$ cat src/rtl/mul_div_pkg.sv
// Shared types and defaults for the RV32M multiply/divide unit.
package mul_div_pkg;

    typedef enum logic [1:0] {
        DIV  = 2'b00,
        DIVU = 2'b01,
        REM  = 2'b10,
        REMU = 2'b11
    } div_op_t;

    typedef enum logic [1:0] {
        IDLE,
        ITER,
        FIX
    } div_state_t;

    localparam int unsigned DIV_WIDTH_DEFAULT = 32;

endpackage

$ cat src/rtl/div_step.sv
// One restoring-division iteration: shift {rem,quo} left, trial-subtract the divisor.
module div_step
    import mul_div_pkg::*;
#(
    parameter int unsigned WIDTH = DIV_WIDTH_DEFAULT
) (
    input  logic [WIDTH:0]   rem_i,
    input  logic [WIDTH-1:0] quo_i,
    input  logic [WIDTH-1:0] divisor_i,
    output logic [WIDTH:0]   rem_o,
    output logic [WIDTH-1:0] quo_o
);

    logic [WIDTH:0] shifted;
    logic [WIDTH:0] diff;
    logic           ge;

    // The remainder stays below the divisor, so its msb is always zero before the shift.
    logic unused_rem_msb;
    assign unused_rem_msb = rem_i[WIDTH];

    always_comb begin
        shifted = {rem_i[WIDTH-1:0], quo_i[WIDTH-1]};
        diff    = shifted - {1'b0, divisor_i};
        ge      = (shifted >= {1'b0, divisor_i});
        rem_o   = ge ? diff : shifted;
        quo_o   = {quo_i[WIDTH-2:0], ge};
    end

endmodule

$ cat src/rtl/seq_divider.sv
// Iterative restoring divider for DIV/DIVU/REM/REMU; special cases finish in one cycle.
module seq_divider
    import mul_div_pkg::*;
#(
    parameter int unsigned WIDTH = DIV_WIDTH_DEFAULT
) (
    input  logic             clk_i,
    input  logic             rst_ni,
    input  logic             start_i,
    input  logic [1:0]       op_i,
    input  logic [WIDTH-1:0] dividend_i,
    input  logic [WIDTH-1:0] divisor_i,
    input  logic             flush_i,
    output logic             busy_o,
    output logic             done_o,
    output logic [WIDTH-1:0] result_o
);

    localparam int unsigned CntW = $clog2(WIDTH);

    div_state_t       state_q, state_d;
    logic [WIDTH:0]   rem_q, rem_d;
    logic [WIDTH-1:0] quo_q, quo_d;
    logic [WIDTH-1:0] dvs_q, dvs_d;
    logic [CntW-1:0]  cnt_q, cnt_d;
    logic             qneg_q, qneg_d;
    logic             rneg_q, rneg_d;
    logic             sel_rem_q, sel_rem_d;
    logic [WIDTH-1:0] result_q, result_d;
    logic             done_q, done_d;

    logic [WIDTH:0]   step_rem;
    logic [WIDTH-1:0] step_quo;

    div_op_t          op;
    logic             op_signed;
    logic             div_by_zero;
    logic             overflow;
    logic             special;
    logic             accept;
    logic [WIDTH-1:0] special_res;
    logic [WIDTH-1:0] fix_val;
    logic             fix_neg;
    logic [WIDTH-1:0] fix_res;

    assign op          = div_op_t'(op_i);
    assign op_signed   = (op == DIV) || (op == REM);
    assign div_by_zero = (divisor_i == '0);
    assign overflow    = op_signed && (dividend_i == {1'b1, {(WIDTH-1){1'b0}}})
                         && (divisor_i == '1);
    assign special     = div_by_zero || overflow;
    assign accept      = (state_q == IDLE) && start_i && !flush_i;

    always_comb begin
        if (div_by_zero) begin
            special_res = op_i[1] ? dividend_i : '1;
        end else begin
            special_res = op_i[1] ? '0 : dividend_i;
        end
    end

    assign fix_val = sel_rem_q ? rem_q[WIDTH-1:0] : quo_q;
    assign fix_neg = sel_rem_q ? rneg_q : qneg_q;
    assign fix_res = fix_neg ? -fix_val : fix_val;

    div_step #(
        .WIDTH(WIDTH)
    ) u_div_step (
        .rem_i    (rem_q),
        .quo_i    (quo_q),
        .divisor_i(dvs_q),
        .rem_o    (step_rem),
        .quo_o    (step_quo)
    );

    always_ff @(posedge clk_i) begin
        if (!rst_ni) begin
            state_q <= IDLE;
        end else begin
            state_q <= state_d;
        end
    end

    always_comb begin
        state_d = state_q;
        if (flush_i) begin
            state_d = IDLE;
        end else begin
            case (state_q)
                IDLE:    if (start_i && !special) state_d = ITER;
                ITER:    if (cnt_q == '0) state_d = FIX;
                FIX:     state_d = IDLE;
                default: state_d = IDLE;
            endcase
        end
    end

    always_comb begin
        rem_d     = rem_q;
        quo_d     = quo_q;
        dvs_d     = dvs_q;
        cnt_d     = cnt_q;
        qneg_d    = qneg_q;
        rneg_d    = rneg_q;
        sel_rem_d = sel_rem_q;
        result_d  = result_q;
        done_d    = 1'b0;
        case (state_q)
            IDLE: begin
                if (accept) begin
                    sel_rem_d = op_i[1];
                    if (special) begin
                        result_d = special_res;
                        done_d   = 1'b1;
                    end else begin
                        rem_d  = '0;
                        quo_d  = (op_signed && dividend_i[WIDTH-1]) ? -dividend_i : dividend_i;
                        dvs_d  = (op_signed && divisor_i[WIDTH-1]) ? -divisor_i : divisor_i;
                        qneg_d = op_signed && (dividend_i[WIDTH-1] ^ divisor_i[WIDTH-1]);
                        rneg_d = op_signed && dividend_i[WIDTH-1];
                        cnt_d  = CntW'(WIDTH - 1);
                    end
                end
            end
            ITER: begin
                if (!flush_i) begin
                    rem_d = step_rem;
                    quo_d = step_quo;
                    cnt_d = cnt_q - 1'b1;
                end
            end
            FIX: begin
                if (!flush_i) begin
                    result_d = fix_res;
                    done_d   = 1'b1;
                end
            end
            default: ;
        endcase
    end

    always_ff @(posedge clk_i) begin
        if (!rst_ni) begin
            rem_q     <= '0;
            quo_q     <= '0;
            dvs_q     <= '0;
            cnt_q     <= '0;
            qneg_q    <= 1'b0;
            rneg_q    <= 1'b0;
            sel_rem_q <= 1'b0;
            result_q  <= '0;
            done_q    <= 1'b0;
        end else begin
            rem_q     <= rem_d;
            quo_q     <= quo_d;
            dvs_q     <= dvs_d;
            cnt_q     <= cnt_d;
            qneg_q    <= qneg_d;
            rneg_q    <= rneg_d;
            sel_rem_q <= sel_rem_d;
            result_q  <= result_d;
            done_q    <= done_d;
        end
    end

    always_comb begin
        busy_o   = (state_q != IDLE);
        done_o   = done_q;
        result_o = result_q;
    end

endmodule

$ cat config.mk
export PLATFORM = sky130hd
export DESIGN_NAME = seq_divider
export DESIGN_NICKNAME = d
export VERILOG_FILES = /design/src/rtl/mul_div_pkg.sv /design/src/rtl/div_step.sv /design/src/rtl/seq_divider.sv
export SDC_FILE = /design/constraint.sdc
export NUM_CORES = 1
export LEC_CHECK = 0
export ABC_CLOCK_PERIOD_IN_PS = 11890
export BUFFER_PORTS_ARGS = -buffer_cell sky130_fd_sc_hd__buf_2
export CORE_ASPECT_RATIO = 0.9
export CORE_MARGIN = 4
export CORE_UTILIZATION = 35
export CTS_CLUSTER_DIAMETER = 200
export DETAILED_ROUTE_END_ITERATION = 16
export PLACE_DENSITY = 0.55
export SKIP_LAST_GASP = 1
export SLEW_MARGIN = 20
export SYNTH_ARGS = -nofsm -noshare
export SYNTH_HDL_FRONTEND = slang
export SYNTH_SLANG_ARGS = --single-unit
$ cat constraint.sdc
create_clock -name clk_i -period 11.89 [get_ports clk_i]
set_input_delay 2.378 -clock clk_i [delete_from_list [all_inputs] [get_ports clk_i]]
set_output_delay 2.378 -clock clk_i [all_outputs]
set_load 0.005 [all_outputs]
==> flow_metrics.env <==
export IMPL_hold_class="flop to flop"
export IMPL_grt_setup_unrepaired="no"
export IMPL_grt_pass1_wl_mm=51.9
export IMPL_grt_usage=0.190
export IMPL_whs_endpoint="result_o[22]"
export IMPL_seqPwrFrac=0.370
export IMPL_hold_viol_final=0
export IMPL_clkPwrFrac=0.404
export IMPL_clkSinkCount=139
export IMPL_ant_nets=0
export IMPL_postCtsResizedCells=0
export IMPL_initial_utilization=0.358
export IMPL_cap_viol_max_count=0
export IMPL_wirelength_mm=32.8
export IMPL_min_period_ps=5910
export IMPL_grtUsageMet3=0.0324
export IMPL_reg2regPathDepth=11
export IMPL_ys_seq_elements=139
export IMPL_die_w_um=193
export IMPL_leakagePower_nw=5.12
export IMPL_slew_violations=0
export IMPL_io_buffers=103
export IMPL_period_share=0.497
export IMPL_clk_latency_ps=430
export IMPL_globalRouteMet2Util=0.256
export IMPL_p_sw_mw=0.420
export IMPL_area_growth_pct=12.3
export IMPL_grt_busiest_layer="met1"
export IMPL_cts_root_buffer="clkbuf_16"
export IMPL_setup_violations_final=0
export IMPL_firstDrtPassIters=5
export IMPL_die_area_um2=33700
export IMPL_post_place_ws_ps=5740
export IMPL_endpoint_kind="flop"
export IMPL_cts_inserted_buffers=17
export IMPL_post_cts_buffers=0
export IMPL_worstSetupStartpointType="input pin"
export IMPL_drt_iter0_drc=649
export IMPL_htree_levels=4
export IMPL_grt_pass1_vias=9455
export IMPL_timing_rr_start="sel_rem_q"
export IMPL_cp_required_ps=12220
export IMPL_syn_inst=1432
export IMPL_nets=1582
export IMPL_placeableCoreArea_um2=30200
export IMPL_crit_type="input pin to flop"
export IMPL_dieHeight_um=175
export IMPL_yosys_warnings=0
export IMPL_worst_slack_ps=5980
export IMPL_skew_ps=13.1
export IMPL_ir_drop_mv=0.101
export IMPL_power_density_nw_per_um2=112
export IMPL_hpwlAfterDp_mm=24.5
export IMPL_internal_power_mw=0.938
export IMPL_fp_row_count=60
export IMPL_synth_edf_count=0
export IMPL_tns_ps=0
export IMPL_synthDistinctLibCells=78
export IMPL_synth_flop_cell="dfxtp_1"
export IMPL_cts_hold_buf=0
export IMPL_outcome="completed"
export IMPL_sw_frac_of_total=0.309
export IMPL_gp_congestion=0.886
export IMPL_ys_async_sr_fraction=0
export IMPL_io_pins=104
export IMPL_antenna_found_initial=0
export IMPL_syn_area_um2=10800
export IMPL_tightest_slew_ps=1050
export IMPL_crit_arrival_ps=6230
export IMPL_drc_errors=0
export IMPL_fmax_ghz=0.169
export IMPL_rr_endpoint="result_o[28]"
export IMPL_syn_area_per_cell_um2=7.54
export IMPL_antenna_cells=0
export IMPL_viasPerCell=5.57
export IMPL_hold_path_startpoint="result_o[22]"
export IMPL_cts_buffer_depth=2
export IMPL_fin_area_um2=12100
export IMPL_routed_wire_length_per_instance_um=17.4
export IMPL_min_path_cells=2
export IMPL_combPwrFrac=0.226
export IMPL_dpl_cell_area_um2=11500
export IMPL_slew_headroom=0.298
export IMPL_yosysSeqAreaShare=0.258
export IMPL_syn_num_nets=1541
export IMPL_num_vias=10500
export IMPL_cp_max_fo=59
export IMPL_gr_usage_met1=0.307
export IMPL_grt_ovfl_total=0
export IMPL_layout_drive_gt1_share=0.124
export IMPL_r2r_slack_ps=7900
export IMPL_cts_tree="done"
export IMPL_grt_start_max_net_pins=85
export IMPL_clk_pin_slew_ps=70
export IMPL_fillers=3172
-- worst max-delay path by stage --
stage              startpoint   endpoint  slack (ps)  cells after the start
3_5_place_dp   dividend_i[26]   dvs_q[4]        5740                     11
4_1_cts        dividend_i[26]  dvs_q[10]        6190                     11
2_1_floorplan  dividend_i[18]   cnt_q[4]        7180                     11
5_1_grt        dividend_i[26]   dvs_q[1]        5900                     12
3_3_place_gp   dividend_i[26]   dvs_q[4]        5780                     10
6_report       dividend_i[26]   dvs_q[4]        5980                     11
-- cell usage after synthesis (11+ instances only) --
library cell | n | share of area
nor3_1 | 44 | 0.020
nor2_1 | 131 | 0.046
nand4_1 | 15 | 0.0087
ha_1 | 38 | 0.044
nand2_1 | 141 | 0.049
o31ai_1 | 17 | 0.012
a21oi_1 | 146 | 0.068
xnor2_1 | 58 | 0.047
nand2b_1 | 14 | 0.0081
maj3_1 | 11 | 0.010
inv_1 | 54 | 0.019
xor2_1 | 56 | 0.045
a21o_1 | 19 | 0.013
buf_2 | 19 | 0.0088
a211oi_1 | 27 | 0.019
nor2b_1 | 37 | 0.021
o211a_1 | 39 | 0.036
mux2i_1 | 41 | 0.038
o211ai_1 | 20 | 0.014
clkbuf_1 | 67 | 0.023
or3_1 | 12 | 0.0069
a31oi_1 | 11 | 0.0064
nand3_1 | 36 | 0.017
dfxtp_1 | 139 | 0.26
o21ai_0 | 82 | 0.038
-- placed cells by master (no fill, tap or decap), types with 5 or more instances in the layout --
cell and n:
a21boi_0 5, clkbuf_16 17, nor2_1 131, xnor2_1 58, nand3_1 36, a32oi_1 5, or2_2 8, a21oi_1 146
o31ai_1 17, xor2_1 56, or3_1 12, mux2i_1 41, inv_1 54, a31oi_1 11, nor3_1 44, nor3b_1 8
o211ai_1 20, ha_1 38, nand4_1 15, o22ai_1 8, o21ai_0 82, maj3_1 11, dfxtp_1 138, nor2b_1 33
or4_1 8, nand2_1 141, a21o_1 19, buf_4 12, and2_1 5, o21ai_1 8, and3_1 6, o21a_1 5
a211oi_1 27, o211a_1 39, buf_2 103, o41ai_1 8, nand2b_1 12, nor4_1 7
-- registers in the layout (all words and copies together), names as in the netlist --
register   flops
cnt_q          5
state_q        2
rneg_q         1
done_o         1
dvs_q         32
result_o      32
rem_q         32
qneg_q         1
quo_q         32
sel_rem_q      1
-- stage by stage --
stage / power, mW / instances / hold WS, ps / util
after floorplan: 0.731 / 1432 / 441 / -
after CTS: 1.37 / 1887 / 470 / 0.402
after global routing: 1.43 / 1887 / 489 / 0.402
after global placement: 0.814 / 1856 / 458 / 0.382
after detailed placement: 0.816 / 1857 / 460 / 0.382
final: 1.36 / 1887 / 470 / 0.402
-- per-layer routing --
| metal | wire, µm | vias to the layer above |
|---|---|---|
| li1 | - | 5245 |
| met1 | 17500 | 4916 |
| met2 | 12500 | 321 |
| met3 | 2430 | 28 |
| met4 | 399 | 0 |
| met5 | 0 | - |
-- cell families after synthesis --
group                      count (synthesis)  share of synthesized area
xor gates and xnor gates                 114                     0.0924
and+or+nand+nor                          496                      0.229
AOI/OAI and AO/OA                        441                      0.266
buffers and inverters                    148                     0.0579
muxes                                     44                     0.0411
adders and majority gates                 50                     0.0561
DFF                                      139                      0.258
-- cell type report --
| cell class | instances | area [µm²] | share of cell area |
|---|---|---|---|
| Multi-Input combinational cell | 1145 | 7420 | 0.612 |
| Sequential cell | 139 | 2780 | 0.229 |
| Inverter | 54 | 203 | 0.0167 |
| Clock buffer | 19 | 443 | 0.0365 |
| Tap cell | 403 | 504 | 0.0416 |
| Clock inverter | 11 | 148 | 0.0122 |
| Timing Repair Buffer | 116 | 626 | 0.0516 |
-- worst max-delay path: stages --
cell and delay, ps:
buf_2 150, or4_1 600, nor4_1 710, nand4_1 450, or2_4 390, a31oi_2 180
nand2b_2 140, buf_4 490, nor2_4 230, buf_12 250, o211a_1 220
-- power by group through the flow --
| stage | clock, mW | sequential, mW | combinational (mW) |
|---|---|---|---|
| after global placement | 0 | 0.513 | 0.301 |
| final | 0.549 | 0.503 | 0.307 |
| after floorplan | 0 | 0.508 | 0.223 |
| after CTS | 0.561 | 0.503 | 0.305 |
| after global routing | 0.580 | 0.506 | 0.341 |
| after detailed placement | 0 | 0.513 | 0.303 |
(Power assumes the default switching activity.)
